`config.mk`:
```
export PLATFORM = sky130hd
export DESIGN_NAME = snn_lif_layer
export DESIGN_NICKNAME = d
export VERILOG_FILES = /design/src/rtl/snn_pkg.sv /design/src/rtl/snn_lif_layer_vmem.sv /design/src/rtl/snn_lif_layer.sv
export SDC_FILE = /design/constraint.sdc
export NUM_CORES = 1
export LEC_CHECK = 0
export BUFFER_PORTS_ARGS = -buffer_cell sky130_fd_sc_hd__buf_2
export CAP_MARGIN = 0
export CORE_ASPECT_RATIO = 1.75
export CORE_MARGIN = 8
export CORE_UTILIZATION = 40
export CTS_CLUSTER_SIZE = 16
export DETAILED_ROUTE_END_ITERATION = 8
export SETUP_SLACK_MARGIN = 0.3
export SYNTH_ARGS = -nofsm -noshare
export SYNTH_HDL_FRONTEND = slang
export SYNTH_SLANG_ARGS = --single-unit
```
`constraint.sdc`:
```
create_clock -name clk -period 7.9 [get_ports clk]
set_input_delay 1.185 -clock clk [delete_from_list [all_inputs] [get_ports clk]]
set_output_delay 1.185 -clock clk [all_outputs]
set_load 0.02 [all_outputs]
```
`src/rtl/snn_pkg.sv`:
```
// Shared types and arithmetic helpers for the spiking-network layer engines and their sequencer.
package snn_pkg;

  localparam int W_W_DEF = 8;
  localparam int V_W_DEF = 12;

  typedef enum logic [2:0] {
    S_IDLE,
    S_LOAD,
    S_ACC,
    S_FIRE,
    S_DONE
  } state_e;

  // Signed add clamped to the range of a v_w-bit two's-complement membrane.
  function automatic int sat_add(input int a, input int b, input int v_w);
    int sum;
    int hi;
    int lo;
    sum = a + b;
    hi  = (1 <<< (v_w - 1)) - 1;
    lo  = -(1 <<< (v_w - 1));
    if (sum > hi)      return hi;
    else if (sum < lo) return lo;
    else               return sum;
  endfunction

  // Multiplicative decay by (1 - 2^-shift); arithmetic shift keeps negative potentials negative.
  function automatic int leak(input int v, input int shift);
    if (shift == 0) return v;
    return v - (v >>> shift);
  endfunction

endpackage

```
`src/rtl/snn_lif_layer_vmem.sv`:
```
// Membrane register file: async read, single write port, synchronous clear-all.
module snn_vmem #(
  parameter int N_OUT = 2,
  parameter int V_W   = 12,
  parameter int JW    = (N_OUT > 1) ? $clog2(N_OUT) : 1
) (
  input  logic                  clk,
  input  logic                  rst_n,
  input  logic                  clr_i,
  input  logic [JW-1:0]         rd_idx_i,
  output logic signed [V_W-1:0] rd_data_o,
  input  logic                  we_i,
  input  logic [JW-1:0]         wr_idx_i,
  input  logic signed [V_W-1:0] wr_data_i
);

  logic signed [V_W-1:0] mem_q [N_OUT];

  assign rd_data_o = mem_q[rd_idx_i];

  // NOTE: this array is reset on purpose -- membranes must start from 0 and reset mid-run discards them.
  always_ff @(posedge clk or negedge rst_n) begin
    if (!rst_n) begin
      for (int k = 0; k < N_OUT; k++) mem_q[k] <= '0;
    end else if (clr_i) begin
      for (int k = 0; k < N_OUT; k++) mem_q[k] <= '0;
    end else if (we_i) begin
      mem_q[wr_idx_i] <= wr_data_i;
    end
  end

endmodule

```
`src/rtl/snn_lif_layer.sv`:
```
// Time-multiplexed LIF layer: per start pulse, leaks, integrates and fires each neuron in turn.
module snn_lif_layer
  import snn_pkg::*;
#(
  parameter int N_IN       = 4,
  parameter int N_OUT      = 2,
  parameter int W_W        = W_W_DEF,
  parameter int V_W        = V_W_DEF,
  parameter int THRESH     = 100,
  parameter int LEAK_SHIFT = 2,
  parameter int AW         = $clog2(N_IN * N_OUT)
) (
  input  logic             clk,
  input  logic             rst_n,
  input  logic             start,
  input  logic             clr_v,
  input  logic [N_IN-1:0]  in_spk,
  output logic [AW-1:0]    w_addr,
  input  logic [W_W-1:0]   w_data,
  output logic [N_OUT-1:0] out_spk,
  output logic             busy,
  output logic             done
);

  localparam int IW = (N_IN > 1) ? $clog2(N_IN) : 1;
  localparam int JW = (N_OUT > 1) ? $clog2(N_OUT) : 1;

  state_e                state_q;
  logic [IW-1:0]         i_q;
  logic [JW-1:0]         j_q;
  logic signed [V_W-1:0] acc_q;
  logic [AW-1:0]         addr_q;
  logic [N_OUT-1:0]      spk_q;
  logic                  busy_q;
  logic                  done_q;

  logic signed [V_W-1:0] v_rd;
  logic signed [V_W-1:0] leak_d;
  logic signed [V_W-1:0] sum_d;
  logic signed [V_W-1:0] v_wr_d;
  logic [AW-1:0]         next_base_d;
  logic                  fire_d;
  logic                  v_we;
  logic                  v_clr;

  assign w_addr  = addr_q;
  assign out_spk = spk_q;
  assign busy    = busy_q;
  assign done    = done_q;

  assign v_we  = (state_q == S_FIRE);
  assign v_clr = (state_q == S_IDLE) && clr_v;

  // NOTE: every always_comb output gets a value on every path, so no latch is inferred.
  always_comb begin
    leak_d      = V_W'(leak(int'(v_rd), LEAK_SHIFT));
    sum_d       = V_W'(sat_add(int'(acc_q), int'($signed(w_data)), V_W));
    fire_d      = (int'(acc_q) >= THRESH);
    v_wr_d      = fire_d ? '0 : acc_q;
    next_base_d = AW'((int'(j_q) + 1) * N_IN);
  end

  snn_vmem #(
    .N_OUT (N_OUT),
    .V_W   (V_W),
    .JW    (JW)
  ) u_vmem (
    .clk       (clk),
    .rst_n     (rst_n),
    .clr_i     (v_clr),
    .rd_idx_i  (j_q),
    .rd_data_o (v_rd),
    .we_i      (v_we),
    .wr_idx_i  (j_q),
    .wr_data_i (v_wr_d)
  );

  // w_addr runs one index ahead of the weight being accumulated to hide the ROM latency.
  // NOTE: sequential state uses non-blocking assignments so all registers update from pre-edge values.
  always_ff @(posedge clk or negedge rst_n) begin
    if (!rst_n) begin
      state_q <= S_IDLE;
      i_q     <= '0;
      j_q     <= '0;
      acc_q   <= '0;
      addr_q  <= '0;
      spk_q   <= '0;
      busy_q  <= 1'b0;
      done_q  <= 1'b0;
    end else begin
      done_q <= 1'b0;
      case (state_q)
        S_IDLE: begin
          if (start) begin
            state_q <= S_LOAD;
            j_q     <= '0;
            addr_q  <= '0;
            spk_q   <= '0;
            busy_q  <= 1'b1;
          end
        end
        S_LOAD: begin
          acc_q   <= leak_d;
          i_q     <= '0;
          addr_q  <= addr_q + AW'(1);
          state_q <= S_ACC;
        end
        S_ACC: begin
          if (in_spk[i_q]) acc_q <= sum_d;
          if (i_q == IW'(N_IN - 1)) begin
            state_q <= S_FIRE;
          end else begin
            i_q    <= i_q + IW'(1);
            addr_q <= addr_q + AW'(1);
          end
        end
        S_FIRE: begin
          spk_q[j_q] <= fire_d;
          if (j_q == JW'(N_OUT - 1)) begin
            addr_q  <= '0;
            state_q <= S_DONE;
          end else begin
            j_q     <= j_q + JW'(1);
            addr_q  <= next_base_d;
            state_q <= S_LOAD;
          end
        end
        S_DONE: begin
          done_q  <= 1'b1;
          busy_q  <= 1'b0;
          state_q <= S_IDLE;
        end
        default: state_q <= S_IDLE;
      endcase
    end
  end

endmodule

```
After elaboration in Yosys (flattened, before gate mapping)
Cells that the tools add are included.
Widths: inputs -> output; s select.
{"block": "word_totals", "regBits": 49, "output_inout_bits": 7, "elab_cells": 85}
{"block": "classes", "n_mux": 36, "n_reduce_logical": 15, "eq_ne": 9, "n_bitwise": 1, "n_addsub": 6, "magnitude_cmp": 8}
{"op": "$mux 12", "count": 8}
{"op": "$mux 24", "count": 2}
{"op": "$bwmux 24", "count": 1}
{"op": "$pmux 12 s2", "count": 1}
{"op": "$pmux 3 s4", "count": 2}
{"op": "$mux 3", "count": 6}
{"op": "$add 12x8->13", "count": 1}
{"op": "$gt 13x12->1 const B", "count": 1}
{"op": "$lt 13x12->1 const B", "count": 1}
{"op": "$demux 12 s1", "count": 1}
{"op": "$ge 12x8->1 const B", "count": 1}
{"op": "$sub 12x10->12", "count": 1}
{"op": "$reduce_and 2->1", "count": 5}
{"op": "$ne 2x2->1 const B", "count": 4}
{"op": "$pmux 2 s2", "count": 2}
{"op": "$reduce_bool 2->1", "count": 4}
{"op": "$eq 3x2->1 const B", "count": 2}
{"op": "$mux 1", "count": 6}
{"op": "$mux 2", "count": 2}
{"op": "$pmux 1 s2", "count": 2}
{"op": "$reduce_bool 4->1", "count": 1}
{"op": "$add 3x1->3 const B", "count": 1}
{"op": "$eq 3x1->1 const B", "count": 1}
{"op": "$eq 3x3->1 const B", "count": 1}
{"op": "15 further kinds", "count": 18}

Logic depth before layout (Yosys ltp)
Gate-level depths: netlist of the first run.
{"block": "logic_depth", "depth_word": 8, "ltp_mapped": 11}

Cells and area by module
From an unflattened synthesis of the first run, not the netlist that was laid out.
{"block": "hier_totals", "cells_unflattened": 407, "area_unflattened_um2": 3813.7}
{"mod": "snn_lif_layer", "cells_per_inst": 300, "instances": 1, "area_per_inst_um2": 2461.1}
{"mod": "snn_vmem", "cells_per_inst": 107, "instances": 1, "area_per_inst_um2": 1352.5}

Worst setup path after synthesis of the first run
No wires, ideal clock.
{"block": "synth_path", "path_kind": "in2reg", "startpoint": "input port w_data[0]", "endpoint": "register acc_q[2]", "t_arrival_ns": 2.971, "path_buffers": 1, "t_required_ns": 7.796, "cell_stages": 10, "setup_slack_ns": 4.826, "cell_sequence": "ha_1 > inv_1 > fa_1 > nand2b_1 > a21oi_1 > o31ai_1 > a21oi_2 > buf_2 > o2111ai_1 > a221oi_1"}
{"block": "synth_between", "elab_chain_cells": 6, "elab_cells_between_ends": 7, "cone_classes": "1 x add/sub; 2 x order compare; 4 x mux"}
{"element": "from (decl)", "line": "snn_lif_layer.sv:19", "rtl": "input logic [W_W-1:0] w_data,"}
{"element": "$add 12x8->13 *", "line": "snn_pkg.sv:20", "rtl": "sum = a + b;"}
{"element": "$lt 13x12->1", "line": "snn_pkg.sv:24", "rtl": "else if (sum < lo) return lo;"}
{"element": "$mux 12", "line": "snn_pkg.sv:24"}
{"element": "$mux 12 *", "line": "snn_pkg.sv:23", "rtl": "if (sum > hi) return hi;"}
{"element": "$mux 12 *", "line": "snn_lif_layer.sv:109", "rtl": "if (in_spk[i_q]) acc_q <= sum_d;"}
{"element": "$pmux 12 s2 *", "line": "snn_lif_layer.sv:92", "rtl": "case (state_q)"}
{"element": "to (signal assigned)", "line": "snn_lif_layer.sv:103", "rtl": "acc_q <= leak_d;"}
{"element": "to (signal assigned)", "line": "snn_lif_layer.sv:109"}
{"element": "to (decl)", "line": "snn_lif_layer.sv:31", "rtl": "logic signed [V_W-1:0] acc_q;"}
Mark *: on every way between the ends. The rest lies on a longest branch, timed or not. The select of a mux whose other input is x is not followed.
A chain may end at the register's enable or synchronous reset.

Worst setup path in the final report of the first run
{"block": "layout_path", "startpoint": "input port w_data[0]", "endpoint": "register acc_q[10]"}
Same word-level chain as after synthesis.

==> results of run 1 <==
==> final cells by class <==
cell class / count / area [sq um] / area share [%]
clock buffers: 7 / 143 / 3.72
clock inverters: 1 / 30.0 / 0.784
inverters: 22 / 82.6 / 2.16
multi-input cells: 281 / 2090 / 54.4
flip-flops and latches: 49 / 1230 / 32.0
well taps: 117 / 146 / 3.82
repair buffers: 23 / 118 / 3.07
==> logic make-up after synthesis <==
group           synth area share (%)
compound gates                  29.6
flops                           35.2
simple gates                    14.0
fa+ha+maj                       10.1
xor+xnor                        1.76
mux                             4.42
buf+inv                         4.89
==> sequential cells by signal (all words and copies together), names as in the netlist <==
register,flops
acc_q,12
busy,1
done,1
i_q,2
j_q,1
out_spk,2
state_q,3
u_vmem.mem_q,24
w_addr,3
==> synthesized netlist by cell type, types with 3 or more instances <==
library cell  number
a22o_1            20
nand3b_1           5
o21ai_0           22
nor3_1             4
xnor2_1            3
ha_1              25
a21o_1             9
o2111ai_1          5
a32o_1             4
dfrtp_1           49
clkbuf_1           7
nor2_1            24
inv_1             21
a21oi_1           21
a31oi_1            8
o211ai_1           9
nand3_1            8
or3_1              5
and3_1             3
nand2b_1          10
nand2_1           21
a211oi_1           5
mux2i_1           12
nor2b_1            4
buf_2              7
a311oi_1           3
o21a_1             6
xor2_1             4
==> through the flow <==
stage	instances	util [%]	cell area, sq um	hold slack, ps	setup slack (ps)
after floorplan	369	-	3480	465	4830
after global placement	492	42.7	3660	474	4360
after detailed placement	492	42.7	3660	481	4310
after CTS	500	44.8	3830	495	4590
after global routing	500	44.8	3830	501	4360
final	500	44.8	3830	497	4600
==> worst reg2reg max path: cells and delay by family (launching register included) <==
family / cells / cell delay [ps]
and+or+nand+nor: 2 / 360
adders and majority gates: 2 / 630
muxes: 1 / 450
DFF: 1 / 920
xor gates and xnor gates: 1 / 170
AOI/OAI and AO/OA: 3 / 600
==> worst paths after layout <==
| check | to | slack, ps | cells past startpoint |
|---|---|---|---|
| max | acc_q[10]$_DFFE_PN0P_ | 4600 | 10 |
| min | u_vmem.mem_q[9]$_DFFE_PN0P_ | 500 | 1 |
| max reg2reg | acc_q[10]$_DFFE_PN0P_ | 4670 | 9 |
| min reg2reg | u_vmem.mem_q[9]$_DFFE_PN0P_ | 500 | 1 |
| max in group asynchronous | u_vmem.mem_q[9]$_DFFE_PN0P_ | 6100 | 1 |
| min in group asynchronous | u_vmem.mem_q[14]$_DFFE_PN0P_ | 1110 | 1 |
==> metal layers <==
| layer | vias to the layer above | track usage [%] | part of all wire [%] |
|---|---|---|---|
| li1 | 1422 | - | - |
| met1 | 1413 | 16.0 | 41 |
| met5 | - | 0 | 0 |
| met2 | 50 | 27.1 | 53 |
| met3 | 15 | 2.42 | 3.1 |
| met4 | 0 | 6.58 | 2.7 |
==> results by group, run 1 <==
Timing
  – Setup tns final: 0 ps
  – Final Max Slew Viols: 0
  – Fmax: 0.303 GHz
  – RSZ-0062 raised after global routing: false
  – Final Hold Vio Count: 0
  – Setup-failing EPs final: 0
  – Final Critical Period: 3300 ps
  – Worst slew margin: 25.7%
  – Period utilization: 41.8%
  – Tightest Pin Transition: 1110 ps
  – Clock skew: 4.34 ps

Critical path
  – Crit-path max cell delay: 500 ps
  – Crit. End Element: flip-flop
  – Critical path peak fanout: 12
  – CP required: 8090 ps
  – Bufs and invs on worst path: 2
  – Family with the most delay on the worst path: compound AO/OA/AOI/OAI gates
  – Worst R2R Start: j_q$_DFFE_PN0P_
  – Worst Path Arrival: 3500 ps
  – Critical path type: primary input to flip-flop
  – Crit-path slowest cell: a21oi_2
  – Startpoint types: primary input
  – Worst path cell trace: buf_2 -> ha_1 -> inv_1 -> fa_1 -> nand2b_1 -> a21oi_1 -> o31ai_1 -> a21oi_2 -> a311oi_2 -> a221oi_1
  – Crit. Startpoint: w_data[0]

Die
  – Die height: 139 um
  – Starting Density: 40.7%
  – Site row count: 45
  – Ports: 23
  – Die X: 86.5 um
  – Die area: 0.0121 sq mm
  – CORE AREA: 0.00856 sq mm

Route
  – Number of DRC markers in iteration 0: 99
  – Vias: 2900
  – Antenna-violating nets left: 0
  – Drt wl/cell: 17.0 um
  – Via density per instance: 5.80
  – DRT Pass-1 Iters: 4
  – Remaining DRCs: 0
  – Detailed Route WL: 8510 um

Flow run
  – Maximum capacitance violations: 0

Layout
  – Share of layout cells above drive strength 1: 11.5%
  – Commonest cells after routing, fill and taps aside: dfrtp_1 (49), ha_1 (25), nor2_1 (24), o21ai_0 (22), buf_2 (22)
  – Fin nets: 425
  – # fillers: 885
  – Most common cell after layout, fill and taps aside: dfrtp_1
  – Antenna Cells: 0
  – P&R area growth vs syn: 10.0%

Clock network
  – H-tree depth: 2
  – Worst-path clk slew: 60 ps
  – Setup Fix Bufs, Post-CTS: 0
  – CTS max path bufs: 2
  – Num CTS Buffers: 5
  – Number of clock sinks: 49
  – Clk_lat worst skew: 290 ps
  – Post-cts sizing count: 0
  – TritonCTS clock tree: done
  – Root buffer cell: clkbuf_16
  – CTS hold repair buffers: 0

Placed design
  – Post-DP HPWL: 6640 um
  – PortBufs: 22
  – Gp weighted congestion: 0.850

Synthesis
  – Ys Warns: 0
  – Post-synthesis cell type count: 64
  – Async set or reset register ratio after synthesis: 100%
  – Part of the Yosys area used for sequential elements: 35.2%
  – Main flop type after synthesis: dfrtp_1
  – Mapped Cells: 369
  – Post-synthesis register bit count: 49
  – Area contributors post-synth: dfrtp_1 (35%), ha_1 (9.0%), a22o_1 (5.0%), mux2i_1 (3.4%), o21ai_0 (3.2%)
  – Mapped Area: 0.00348 sq mm
  – Synth area leader: dfrtp_1
  – Post-synth EDFFs: 0
  – Top-area cell type share of the netlist area: 35.2%
  – Mapped Nets: 412
  – Syn Area/Cell: 9.44 sq um

Run status
  – Status: complete, no violations

Global routing
  – Tot GR Track Use: 14.8%
  – First-pass GRT wire length: 14500 um
  – Initial antenna violation count: 0
  – Largest net degree at the start of global routing: 50
  – Vias in the first global route: 2971
  – GRT overflow: 0

Hold path
  – Start point of the worst hold path: u_vmem.mem_q[9]$_DFFE_PN0P_
  – Hold Path Class: flip-flop to flip-flop
Power of run 1 is left out: the tool's default activity adds up to more than one toggle a clock period on the data nets, which glitch-free logic cannot reach.
==> inputs of run 2 (changes only) <==
- clock period: 7.9 -> 3 ns (I/O delays scaled with it)
==> results by group, run 2 (synthesis gave the netlist of run 1 again) <==
Route
  – Detailed Route WL: 8810 um (+3.5%)
  – Number of DRC markers in iteration 0: 136 (+37%)
  – Remaining DRCs: 0 (unchanged)
  – DRT Pass-1 Iters: 4 (unchanged)
  – Via density per instance: 5.78 (-0.43%)
  – Vias: 2980 (+2.8%)
  – Drt wl/cell: 17.1 um (+0.30%)
  – Antenna-violating nets left: 0 (unchanged)

Die
  – Site row count: 45 (unchanged)
  – Ports: 23 (unchanged)
  – Die area: 0.0121 sq mm (unchanged)
  – CORE AREA: 0.00856 sq mm (unchanged)
  – Die X: 86.5 um (unchanged)
  – Die height: 139 um (unchanged)
  – Starting Density: 40.7% (unchanged)

Timing
  – Final Hold Vio Count: 0 (unchanged)
  – Tightest Pin Transition: 722 ps (-392 ps)
  – Fmax: 0.386 GHz
  – Clock skew: 6.65 ps (+2.31 ps)
  – Setup-failing EPs final: 0 (unchanged)
  – Setup tns final: 0 ps (unchanged)
  – RSZ-0062 raised after global routing: true
  – Worst slew margin: 51.6% (+26 points)
  – Final Max Slew Viols: 0 (unchanged)
  – Period utilization: 86.4%
  – Final Critical Period: 2590 ps

Critical path
  – Critical path peak fanout: 5 (-7)
  – Worst R2R Start: j_q$_DFFE_PN0P_
  – Worst path cell trace: mux2_2 -> ha_1 -> fa_1 -> nor2b_2 -> o2111ai_2 -> nand4b_1 -> a41oi_1 -> xor2_1 -> a221oi_2
  – Crit. End Element: flip-flop
  – R2R cell count: 9 (unchanged)
  – Startpoint types: flip-flop
  – Crit-path slowest cell: fa_1
  – R2r setup slk: 410 ps (-4260 ps)
  – Crit-path max cell delay: 420 ps (-80 ps)
  – CP required: 3200 ps (-4890 ps)
  – Worst Path Arrival: 2790 ps (-710 ps)
  – Critical path type: flip-flop to flip-flop
  – R2r endpoint: acc_q[10]$_DFFE_PN0P_

Flow run
  – Maximum capacitance violations: 0 (unchanged)

Clock network
  – CTS hold repair buffers: 0 (unchanged)
  – H-tree depth: 2 (unchanged)
  – Worst-path clk slew: 70 ps (about the same)
  – Clk_lat worst skew: 290 ps (about the same)
  – TritonCTS clock tree: done
  – CTS max path bufs: 2 (unchanged)
  – Root buffer cell: clkbuf_16
  – Number of clock sinks: 49 (unchanged)
  – Num CTS Buffers: 5 (unchanged)

Layout
  – Largest reg by FF count: u_vmem.mem_q
  – # fillers: 873 (-1.4%)
  – Commonest cells after routing, fill and taps aside: dfrtp_1 (48), nor2_1 (24), o21ai_0 (22), ha_1 (22), buf_2 (22)
  – Utilization after layout: 47.4% (+2.6 points)
  – Antenna Cells: 0 (unchanged)
  – Most common cell after layout, fill and taps aside: dfrtp_1
  – Final instance area: 0.00406 sq mm (+5.9%)
  – Post-route insts no fill: 516 (+3.2%)
  – Biggest regs: u_vmem.mem_q x24, acc_q x12
  – Fin nets: 441 (+3.8%)
  – Max reg flops: 24 (unchanged)
  – P&R area growth vs syn: 16.5%
  – Share of layout cells above drive strength 1: 19.0% (+7.6 points)

Global routing
  – Vias in the first global route: 3034 (+2.1%)
  – GRT overflow: 0 (unchanged)
  – Largest net degree at the start of global routing: 22 (-56%)
  – Initial antenna violation count: 0 (unchanged)
  – First-pass GRT wire length: 14800 um (+2.4%)
  – Tot GR Track Use: 15.3% (+0.51 points)

Hold path
  – Hold Path Class: primary input to async pin

Placed design
  – Post-DP HPWL: 6870 um (+3.5%)
  – Post-Place Cells: 502 (+2.0%)
  – Placed cell area: 0.00373 sq mm (+2.1%)
  – PortBufs: 22 (unchanged)
  – Gp weighted congestion: 0.815 (-4.1%)

Run status
  – Status: complete, no violations
run 2: cell count changes in the layout (fill, tap and decap cells not counted), moves of 2 or more:
cell | previous run | this run
a211oi_2 | 0 | 3
mux2i_2 | 0 | 2
buf_4 | 1 | 17
mux2i_1 | 12 | 9
ha_1 | 25 | 22
a211oi_1 | 5 | 2
ha_2 | 0 | 2
run 2: metal layers:
layer	share of wire (%)	track usage, %	wire, um	up-vias
met3	2.9	2.30	253	7
met4	2.1	5.84	187	0
met1	39	15.7	3450	1481
met5	0	0	0	-
met2	56	29.5	4920	38
li1	-	-	-	1454
run 2: timing repair:
action	CTS	global route
pin swaps	0	5
setup endpoints to repair	3	12
setup buffers	2	4
resized for setup	1	18
run 2: worst max-delay path, delay by kind of cell (launching register included):
family | cells | cell delay [ps]
adder cells (fa/ha/maj) | 2 | 660
AO/OA/AOI/OAI | 3 | 560
flip-flops | 1 | 410
multiplexers | 1 | 380
AND/OR/NAND/NOR | 2 | 320
XOR/XNOR | 1 | 170
run 2: how the worst max path moves through the flow:
stage	end	start	cells after the start	slack (ps)
finish	acc_q[10]$_DFFE_PN0P_	j_q$_DFFE_PN0P_	9	410
global route	acc_q[10]$_DFFE_PN0P_	j_q$_DFFE_PN0P_	9	240
CTS	acc_q[10]$_DFFE_PN0P_	j_q$_DFFE_PN0P_	9	320
detailed placement	acc_q[10]$_DFFE_PN0P_	j_q$_DFFE_PN0P_	9	150
global placement	acc_q[10]$_DFFE_PN0P_	j_q$_DFFE_PN0P_	9	240
floorplan	acc_q[9]$_DFFE_PN0P_	j_q$_DFFE_PN0P_	11	320
run 2: cell type report:
cell class	count	area, sq um	area share [%]
Clock buffer	7	143	3.52
Clock inverter	1	30.0	0.740
Inverter	22	82.6	2.04
Multi-Input combinational cell	281	2190	54.0
Sequential cell	49	1230	30.2
Tap cell	117	146	3.61
Timing Repair Buffer	39	238	5.86
run 2: through the flow:
stage | hold WS [ps] | setup WS, ps
after floorplan | 154 | 319
final | 111 | 408
after detailed placement | 443 | 146
after global routing | 143 | 236
after global placement | 426 | 241
after CTS | 126 | 318
Power of run 2 is left out for the same reason.
==> inputs of run 3 (changes only) <==
- clock period: 3 -> 3.29 ns (I/O delays scaled with it)
==> results by group, run 3 (synthesis gave the netlist of run 1 again) <==
Layout
  – Biggest regs: u_vmem.mem_q x24, acc_q x12
  – # fillers: 892 (+2.2%)
  – Commonest cells after routing, fill and taps aside: dfrtp_1 (48), ha_1 (25), nor2_1 (24), o21ai_0 (22), buf_2 (22)
  – Most common cell after layout, fill and taps aside: dfrtp_1
  – Post-route insts no fill: 504 (-2.3%)
  – Fin nets: 429 (-2.7%)
  – Share of layout cells above drive strength 1: 12.7% (-6.4 points)
  – Final instance area: 0.00386 sq mm (-4.8%)
  – Max reg flops: 24 (unchanged)
  – P&R area growth vs syn: 10.9%
  – Antenna Cells: 0 (unchanged)
  – Utilization after layout: 45.1% (-2.3 points)
  – Largest reg by FF count: u_vmem.mem_q

Die
  – Site row count: 45 (unchanged)
  – Die X: 86.5 um (unchanged)
  – Die height: 139 um (unchanged)
  – CORE AREA: 0.00856 sq mm (unchanged)
  – Ports: 23 (unchanged)
  – Die area: 0.0121 sq mm (unchanged)
  – Starting Density: 40.7% (unchanged)

Route
  – Remaining DRCs: 0 (unchanged)
  – Number of DRC markers in iteration 0: 169 (+24%)
  – Vias: 2898 (-2.8%)
  – Drt wl/cell: 17.0 um (-0.54%)
  – DRT Pass-1 Iters: 4 (unchanged)
  – Via density per instance: 5.75 (-0.44%)
  – Antenna-violating nets left: 0 (unchanged)
  – Detailed Route WL: 8560 um (-2.8%)

Clock network
  – CTS max path bufs: 2 (unchanged)
  – TritonCTS clock tree: done
  – Clk_lat worst skew: 300 ps (about the same)
  – Setup Fix Bufs, Post-CTS: 0 (-2)
  – Worst-path clk slew: 70 ps (about the same)
  – H-tree depth: 2 (unchanged)
  – Num CTS Buffers: 5 (unchanged)
  – Number of clock sinks: 49 (unchanged)
  – Root buffer cell: clkbuf_16

Timing
  – Final Max Slew Viols: 0 (unchanged)
  – Setup-failing EPs final: 0 (unchanged)
  – Tightest Pin Transition: 1080 ps (+362 ps)
  – Period utilization: 83.4% (-3.0 points)
  – Hold Slack: 398 ps (+287 ps)
  – RSZ-0062 raised after global routing: false
  – Worst slew margin: 27.7% (-24 points)
  – Final Critical Period: 2750 ps (+153 ps)
  – Setup tns final: 0 ps (unchanged)
  – Final Hold Vio Count: 0 (unchanged)
  – Clock skew: 6.92 ps (+0.271 ps)
  – Fmax: 0.364 GHz (-5.6%)

Critical path
  – Crit-path slowest cell: or4_1
  – Startpoint types: flip-flop
  – R2r setup slk: 540 ps (+140 ps)
  – R2r endpoint: acc_q[9]$_DFFE_PN0P_
  – Critical path peak fanout: 8 (+3)
  – Worst path cell trace: mux2i_1 -> inv_1 -> ha_1 -> or4_1 -> o21ai_0 -> a211oi_1 -> or3_1 -> a21oi_1 -> a221oi_2
  – Crit-path max cell delay: 520 ps (+100 ps)
  – Crit. End Element: flip-flop
  – CP required: 3440 ps (+240 ps)
  – R2R cell count: 9 (unchanged)
  – Worst R2R Start: j_q$_DFFE_PN0P_
  – Critical path type: flip-flop to flip-flop
  – Worst Path Arrival: 2890 ps (+100 ps)

Placed design
  – Post-DP HPWL: 6670 um (-2.9%)
  – PortBufs: 22 (unchanged)
  – Placed cell area: 0.00369 sq mm (-1.2%)
  – Gp weighted congestion: 0.853 (+4.6%)
  – Post-Place Cells: 496 (-1.2%)

Power
  – Peak VDD IR: 548 uV
  – Pwr dens: 1250 mW/mm^2
  – Leakage: 1.76 nW

Global routing
  – Vias in the first global route: 2984 (-1.6%)
  – First-pass GRT wire length: 14500 um (-1.8%)
  – Tot GR Track Use: 15.0% (-0.32 points)
  – GRT overflow: 0 (unchanged)
  – Largest net degree at the start of global routing: 50 (+130%)
  – Initial antenna violation count: 0 (unchanged)

Run status
  – Status: complete, no violations

Hold path
  – Hold Path Class: primary input to async pin

Flow run
  – Maximum capacitance violations: 0 (unchanged)
## run 3: cell count changes in the layout (fill, tap and decap cells not counted), sizes merged
| cell | before | now |
|---|---|---|
| buf | 39 | 27 |
## run 3: worst max-delay path, delay by kind of cell, from the launching register on
family	cells	cell delay (ps)
buffers and inverters	1	80
and+or+nand+nor	2	890
adders and majority gates	1	340
muxes	1	310
DFF	1	490
AOI/OAI and AO/OA	4	500
## run 3: area by class of cell
cell class	count	area (sq um)	share of cell area [%]
multi-input combinational	281	2090	54.0
sequential	49	1230	31.8
timing repair buffer	27	148	3.82
tap	117	146	3.79
clock buffer	7	143	3.69
inverter	22	82.6	2.14
clock inverter	1	30.0	0.777
## run 3: metrics by stage
step	setup slack [ps]	power [mW]
2_1_floorplan	353	3.55
4_1_cts	411	4.85
6_report	545	4.85
5_1_grt	337	5.33
3_3_place_gp	373	4.19
3_5_place_dp	404	4.21
## run 3: what timing repair did
| item | in CTS | in global routing |
|---|---|---|
| hold endpoints to repair | 0 | 0 |
| setup endpoints to repair | 0 | 3 |
| hold buffers | 0 | 0 |
| gates resized for setup | 0 | 1 |
## run 3: worst max-delay path by stage
stage | cells after the start | endpoint | from
4_1_cts | 9 | acc_q[9]$_DFFE_PN0P_ | j_q$_DFFE_PN0P_
3_5_place_dp | 8 | acc_q[8]$_DFFE_PN0P_ | w_data[1]
5_1_grt | 9 | acc_q[8]$_DFFE_PN0P_ | j_q$_DFFE_PN0P_
3_3_place_gp | 8 | acc_q[2]$_DFFE_PN0P_ | w_data[1]
6_report | 9 | acc_q[9]$_DFFE_PN0P_ | j_q$_DFFE_PN0P_
2_1_floorplan | 11 | acc_q[9]$_DFFE_PN0P_ | j_q$_DFFE_PN0P_
## run 3: where the power goes
part           switching, mW  leakage, nW  total, mW  internal, mW
registers              0.290        0.629       1.15         0.856
logic                   1.76         1.05       3.09          1.33
clock network          0.227       0.0841      0.607         0.380
## run 3: per-layer routing
metal / GRT usage (%) / vias to the layer above / part of all wire (%)
met1: 15.9 / 1400 / 40
met5: 0 / - / 0
met3: 2.36 / 20 / 3.0
li1: - / 1430 / -
met2: 27.6 / 48 / 53
met4: 7.03 / 0 / 3.2
(Power assumes the default switching activity.)
